==> config.mk <==
export PLATFORM = sky130hd
export DESIGN_NAME = persiana_planta
export DESIGN_NICKNAME = d
export VERILOG_FILES = /design/src/rtl/persiana_planta.sv
export SDC_FILE = /design/constraint.sdc
export NUM_CORES = 1
export LEC_CHECK = 0
export BUFFER_PORTS_ARGS = -buffer_cell sky130_fd_sc_hd__buf_2
export CAP_MARGIN = 30
export CORE_AREA = 2 2 72 74
export DETAILED_ROUTE_END_ITERATION = 16
export DIE_AREA = 0 0 74 76
export SLEW_MARGIN = 20
export SYNTH_ARGS = -nofsm -noshare
export SYNTH_HDL_FRONTEND = slang
export SYNTH_SLANG_ARGS = --single-unit
==> constraint.sdc <==
create_clock -name clk -period 2.84 [get_ports clk]
set_input_delay 0.284 -clock clk [delete_from_list [all_inputs] [get_ports clk]]
set_output_delay 0.284 -clock clk [all_outputs]
set_load 0.1 [all_outputs]
==> src/rtl/persiana_planta.sv <==
// persiana_planta: plant model of a motorised blind.
// The blind is driven by raise/lower commands and reports its position, the
// three position sensors, motion/limit status and a sticky conflicting-command
// fault.
module persiana_planta #(
    parameter int unsigned TICK_DIV = 16,
    parameter int unsigned POS_MAX  = 200,
    parameter int unsigned POS_MID  = 100,
    parameter int unsigned SENS_WIN = 2,
    parameter int unsigned POS_INI  = 0
) (
    input  logic       clk,
    input  logic       reset_n,
    input  logic       subir,
    input  logic       bajar,
    output logic       Sinf,
    output logic       Smed,
    output logic       Ssup,
    output logic [7:0] posicion,
    output logic       moviendo,
    output logic       tope,
    output logic       falla
);

    localparam int unsigned PW      = (TICK_DIV > 1) ? $clog2(TICK_DIV) : 1;
    localparam int unsigned SMED_HI = POS_MID + SENS_WIN;

    // Registered state
    logic [PW-1:0] presc_q;
    logic [7:0]    pos_q;
    logic          falla_q;
    logic          solape_q;
    logic [1:0]    cmd_q;

    // Next-state values
    logic [PW-1:0] presc_d;
    logic [7:0]    pos_d;
    logic          falla_d;
    logic          solape_d;
    logic [1:0]    cmd_d;

    // Combinational helpers
    logic          cmd_val_c;
    logic          cmd_cambio_c;
    logic          tope_c;
    logic          mov_c;
    logic [PW-1:0] presc_eff_c;
    logic          paso_c;

    // State register: position, prescaler, fault, overlap detector, last command
    always_ff @(posedge clk or negedge reset_n) begin
        if (!reset_n) begin
            presc_q  <= '0;
            pos_q    <= 8'(POS_INI);
            falla_q  <= 1'b0;
            solape_q <= 1'b0;
            cmd_q    <= 2'b00;
        end else begin
            presc_q  <= presc_d;
            pos_q    <= pos_d;
            falla_q  <= falla_d;
            solape_q <= solape_d;
            cmd_q    <= cmd_d;
        end
    end

    // Next state: a command change restarts the step count from zero
    always_comb begin
        presc_d      = '0;
        pos_d        = pos_q;
        falla_d      = falla_q;
        solape_d     = subir & bajar;
        cmd_d        = {subir, bajar};
        cmd_val_c    = (subir ^ bajar) & ~falla_q;
        tope_c       = ((subir & ~bajar & (pos_q == 8'(POS_MAX))) |
                        (bajar & ~subir & (pos_q == 8'd0))) & ~falla_q;
        mov_c        = cmd_val_c & ~tope_c;
        cmd_cambio_c = ({subir, bajar} != cmd_q);
        presc_eff_c  = cmd_cambio_c ? '0 : presc_q;
        paso_c       = mov_c & (presc_eff_c == PW'(TICK_DIV - 1));

        if (subir & bajar & solape_q) begin
            falla_d = 1'b1;
        end

        if (mov_c) begin
            presc_d = paso_c ? '0 : presc_eff_c + PW'(1);
        end

        if (paso_c) begin
            if (subir) begin
                pos_d = (pos_q < 8'(POS_MAX)) ? pos_q + 8'd1 : pos_q;
            end else begin
                pos_d = (pos_q != 8'd0) ? pos_q - 8'd1 : pos_q;
            end
        end
    end

    // Outputs: sensors and status decoded straight from the position register
    always_comb begin
        posicion = pos_q;
        falla    = falla_q;
        Sinf     = (pos_q == 8'd0);
        Ssup     = (pos_q == 8'(POS_MAX));
        Smed     = ((32'(pos_q) + SENS_WIN) >= POS_MID) && (32'(pos_q) <= SMED_HI);
        tope     = tope_c;
        moviendo = mov_c;
    end

endmodule

* Word level (Yosys, flattened, before mapping)
Index checks and enable logic that the tools add are counted.
** Storage, ports and cells
- Flip-flop bits (word level) :: 16
- Input bits :: 4
- Output and inout port bits :: 14
- Logic and storage cells :: 43
** Operators by class
- $add $sub $neg :: 4
- Order comparisons :: 3
- Equal/unequal tests :: 4
- Muxes and demuxes :: 6
- Bitwise logic cells :: 16
- Reductions and logical operators :: 5
** Operators with widths (count)
- two-way mux 8 bit :: 3
- two-way mux 4 bit :: 3
- bitwise AND 1 bit :: 10
- adder 8 x 2 -> 9 bit (second input constant) :: 1
- >= comparator 9 x 7 -> 1 bit (second input constant) :: 1
- adder 8 x 1 -> 8 bit (second input constant) :: 1
- == test 8 bit (second input constant) :: 1
- <= comparator 8 x 7 -> 1 bit (second input constant) :: 1
- logical NOT 8 bit :: 1
- < comparator 8 bit (second input constant) :: 1
- nonzero test 8 bit :: 1
- subtractor 8 x 1 -> 8 bit (second input constant) :: 1
- adder 4 x 1 -> 4 bit (second input constant) :: 1
- == test 4 bit (second input constant) :: 1
- NOT 1 bit :: 4
- AND reduction 3 bit :: 1
- != test 2 x 1 -> 1 bit (second input constant) :: 1
- != test 2 bit :: 1
- nonzero test 2 bit :: 1
- logical AND 1 bit :: 1
- bitwise OR 1 bit :: 1
- XOR 1 bit :: 1

* Logic depth before layout (Yosys ltp)
- Depth in word-level cells :: 10
- Gate-level depth with buffers :: 9
- Depth with buffers taken out :: 9

* Worst setup path after synthesis
Ideal clock, no wire load.
- Path kind :: register -> output
- Start point :: reg pos_q[0] (netlist: posicion[0])
- End point :: out tope
- Data arrival time :: 4.288 ns
- Data required time :: 2.556 ns
- Setup slack :: -1.732 ns
- Stages on the path, launching flop included :: 5
- Buffers on the path :: 0
- Cells stage by stage :: dfrtp_1 or3_1 nor2_1 nand2_1 a21oi_1
** Between the ends
- Cells in the longest elaborated chain, start to end :: 4
- Elaborated cells on any way between the ends :: 6
- Those cells by class :: eq/ne: 1; bitwise: 4; reduce/logical: 1
** RTL lines
- start, declared :: line 30 : logic [7:0] pos_q;
- start signal, assigned :: line 54 : pos_q <= 8'(POS_INI);
- start signal, assigned :: line 60 : pos_q <= pos_d;
- == test 8 bit
- via Ssup :: line 18 : output logic Ssup,
- bitwise AND 1 bit :: line 75 : tope_c = ((subir & ~bajar & (pos_q == 8'(POS_MAX))) |
- bitwise OR 1 bit :: line 75
- bitwise AND 1 bit :: line 76 : (bajar & ~subir & (pos_q == 8'd0))) & ~falla_q;
- end, declared :: line 21 : output logic tope,
The timed path passes the listed nets, and every way through them passes these cells.

* Worst setup path in the final report
- Start point :: reg cmd_q[1]
- End point :: reg pos_q[4] (netlist: posicion[4])
** Between the ends
- Cells in the longest elaborated chain, start to end :: 5
** RTL lines
- start, declared :: line 33 : logic [1:0] cmd_q;
- start signal, assigned :: line 63 : cmd_q <= cmd_d;
- != test 2 bit :: line 78 : cmd_cambio_c = ({subir, bajar} != cmd_q);
- two-way mux 4 bit :: line 79 : presc_eff_c = cmd_cambio_c ? '0 : presc_q;
- == test 4 bit :: line 80 : paso_c = mov_c & (presc_eff_c == PW'(TICK_DIV - 1));
- bitwise AND 1 bit :: line 80
- AND reduction 3 bit (no source line)
Every way passes these cells.
A chain may end at the register's enable or synchronous reset.

==> flow_summary.toml <==
[sta]
finalMaxSlewViolations = 0
period_share_pct = 88.37
hold_viol_final = 0
rsz0062_at_grt = "false"
fmax_mhz = 398.5
worst_pin_slew_ns = 0.4979
final.min_clock_period_ns = 2.510
setup_viol = 0
fin_ws_ns = 0.3304
relSlewSlack_pct = 67.03
fin_worst_skew_ns = 0.001358
fin_tns_setup_ns = 0

[synthesis]
synth_most_common_cell = "dfrtp_1"
synth_cell_type_count = 35
synth_common_cells = "16 x dfrtp_1, 12 x ha_1, 10 x a21oi_1"
async_reset_ff_share_pct = 100.0
synth.top_cell.area_share_pct = 34.33
synthMuxAreaShare_pct = 5.579
synth_area_leaders = "dfrtp_1 34%, ha_1 13%, a21oi_1 4.3%"
syn_avg_cell_area_um2 = 9.799
synth_edf_count = 0
yosysSeqAreaShare_pct = 34.33
netlist_area_um2 = 1166
ys_ff_latch = 16
synthAdderAreaFrac_pct = 14.59
synth_compound_area_share_pct = 13.95
syn_inst = 119
synth_ff_type = "dfrtp_1"
synth_nets = 136
yosysWarnings = 0
synth_top_area_cell = "dfrtp_1"
yosys.area_share.simple_pct = 22.21
synth_top_family_by_area = "simple AND/OR/NAND/NOR gates"
synth_xor_area_share_pct = 6.760

[power_and_ir_drop]
p_per_area_nw_per_um2 = 343.6
vdd_drop_max_mv = 0.1364
power_uw = 495.6
p_leak_uw = 0.0006559

[global_routing]
grt_max_degree = 17
grt_usage_pct = 9.987
grt_overflow = 0
antenna_found_initial = 0
grt_pass1_wl_mm = 4.340
first_global_vias = 910

[floorplan]
io_pins = 18
start_util_pct = 23.74
die-area_um2 = 5624
rows = 26
die_x_um = 74
die_y_um = 76
core_area_um2 = 4912

[hold_path]
hold_path_depth = 1
min-delay-path-class = "in -> reg"

[run_status]
status = "complete, no violations"

[placed_design]
dpl_worst_slack_ns = 0.2298
dpl.hpwl_mm = 1.965
globalplace.congestion = 0.7182
io_buffers = 17
postPlaceCellArea_um2 = 1378

[clock_tree]
post-cts-setup-buffers = 0
cts_made_buffers = 3
cts_tree = "done"
cts.sinks = 16
root_buffer = "clkbuf_8"
htreeDepth = 1
clk_latency_ns = 0.25
clk_pin_slew_ns = 0.06
clk_path_buf_depth = 2

[critical_path]
slowest_stage = "or4_4"
worst_setup_path_start_kind = "flip-flop"
crit_arrival_ns = 2.64
path_cells = "xor2_1, nor2_1, and2_1, ha_1, nand2_1, or4_4, nand3b_4, nor2_4, mux2_2"
cp_max_fo = 7
rr_worst_depth = 9
crit_type = "reg -> reg"
crit_required_ns = 2.97
end_kind = "flip-flop"
slowest_delay_ns = 0.44

[finish]
area_delta_synth_final_pct = 23.71
diodes = 0
fin_nets = 159
post-route-util_pct = 29.37
fin_area_um2 = 1443
num-fill-cells = 521
drive_gt1_share_pct = 28.37

[drt]
wire_per_inst_um = 12.06
vias = 948
drc = 0
ant_nets = 0
routed_wirelength_mm = 2.544
vias_per_cell = 4.493
dr.pass1.iters = 4
drtIter0Drc = 39

[run]
maxCapViolCount = 0
-- what timing repair did --
action,4_1_cts,5_1_grt
resized for setup,0,0
setup endpoints to repair,0,0
hold buffers,1,0
hold endpoints to repair,16,0
-- layout make-up --
cell class              count  area (µm²)  share of cell area (%)
clock buffers               4       55.05                   3.816
inverters                   8       30.03                   2.082
multi-input cells          95       767.0                   53.17
flip-flops and latches     16       407.9                   28.27
well taps                  70       87.58                   6.071
repair buffers             18       95.09                   6.592
-- cells by family (layout without fill, tap and decap cells) --
kind of cell	after synthesis	count (layout)
buffers and inverters	8	30
multiplexers	6	6
AND/OR/NAND/NOR	40	40
AO/OA/AOI/OAI	27	27
adder cells (fa/ha/maj)	13	13
flip-flops	16	16
XOR/XNOR	9	9
-- worst max-delay path: cells and delay by family (launching register included) --
kind                       cells  cell delay [ns]
and+or+nand+nor                6             1.31
xor gates and xnor gates       1             0.15
DFF                            1             0.37
adders and majority gates      1             0.20
muxes                          1             0.36
-- stage by stage --
stage          hold WS (ns)  cells
5_1_grt              0.2133    211
3_3_place_gp         0.2156    206
4_1_cts              0.2101    211
2_1_floorplan      -0.01159    119
3_5_place_dp         0.2226    206
6_report             0.2173    211
-- power by group --
group	internal, µW	switching, µW	leakage (µW)
clock	123	76.2	0.0000288
combinational	20.9	42.0	0.000435
sequential	231	2.34	0.000192
-- placed cells by master (no fill, tap or decap), types with 2 or more instances in the layout --
cell / count
a21o_1: 3
a21oi_1: 9
and2_1: 4
and3_1: 2
buf_2: 17
clkbuf_8: 4
dfrtp_1: 10
dfrtp_2: 6
ha_1: 12
inv_1: 8
mux2_2: 4
mux2i_1: 2
nand2_1: 6
nand3_1: 4
nor2_1: 5
nor2_4: 2
nor2b_1: 2
nor4_1: 4
o211ai_1: 2
o21ai_0: 7
xnor2_1: 5
xor2_1: 4
-- sequential cells by signal (all words and copies together), names as in the netlist --
name / count
solape_q: 1
presc_q: 4
posicion: 8
cmd_q: 2
falla: 1
-- per-layer routing --
metal | routed length (µm) | part of all wire, % | GRT usage (%)
met1 | 1225 | 48 | 13.44
met2 | 1224 | 48 | 15.00
met3 | 67 | 2.6 | 2.116
met4 | 27 | 1.1 | 4.727
met5 | 0 | 0 | 0
-- worst paths after layout --
path	endpoint	from	slack (ns)
hold / removal	cmd_q[0]	bajar	0.22
setup / recovery	posicion[4]	cmd_q[1]	0.33
min in group asynchronous	solape_q	reset_n	0.48
setup reg to reg	posicion[4]	cmd_q[1]	0.33
max in group asynchronous	posicion[7]	reset_n	2.08
hold reg to reg	falla	solape_q	0.46
(Power assumes the default switching activity.)
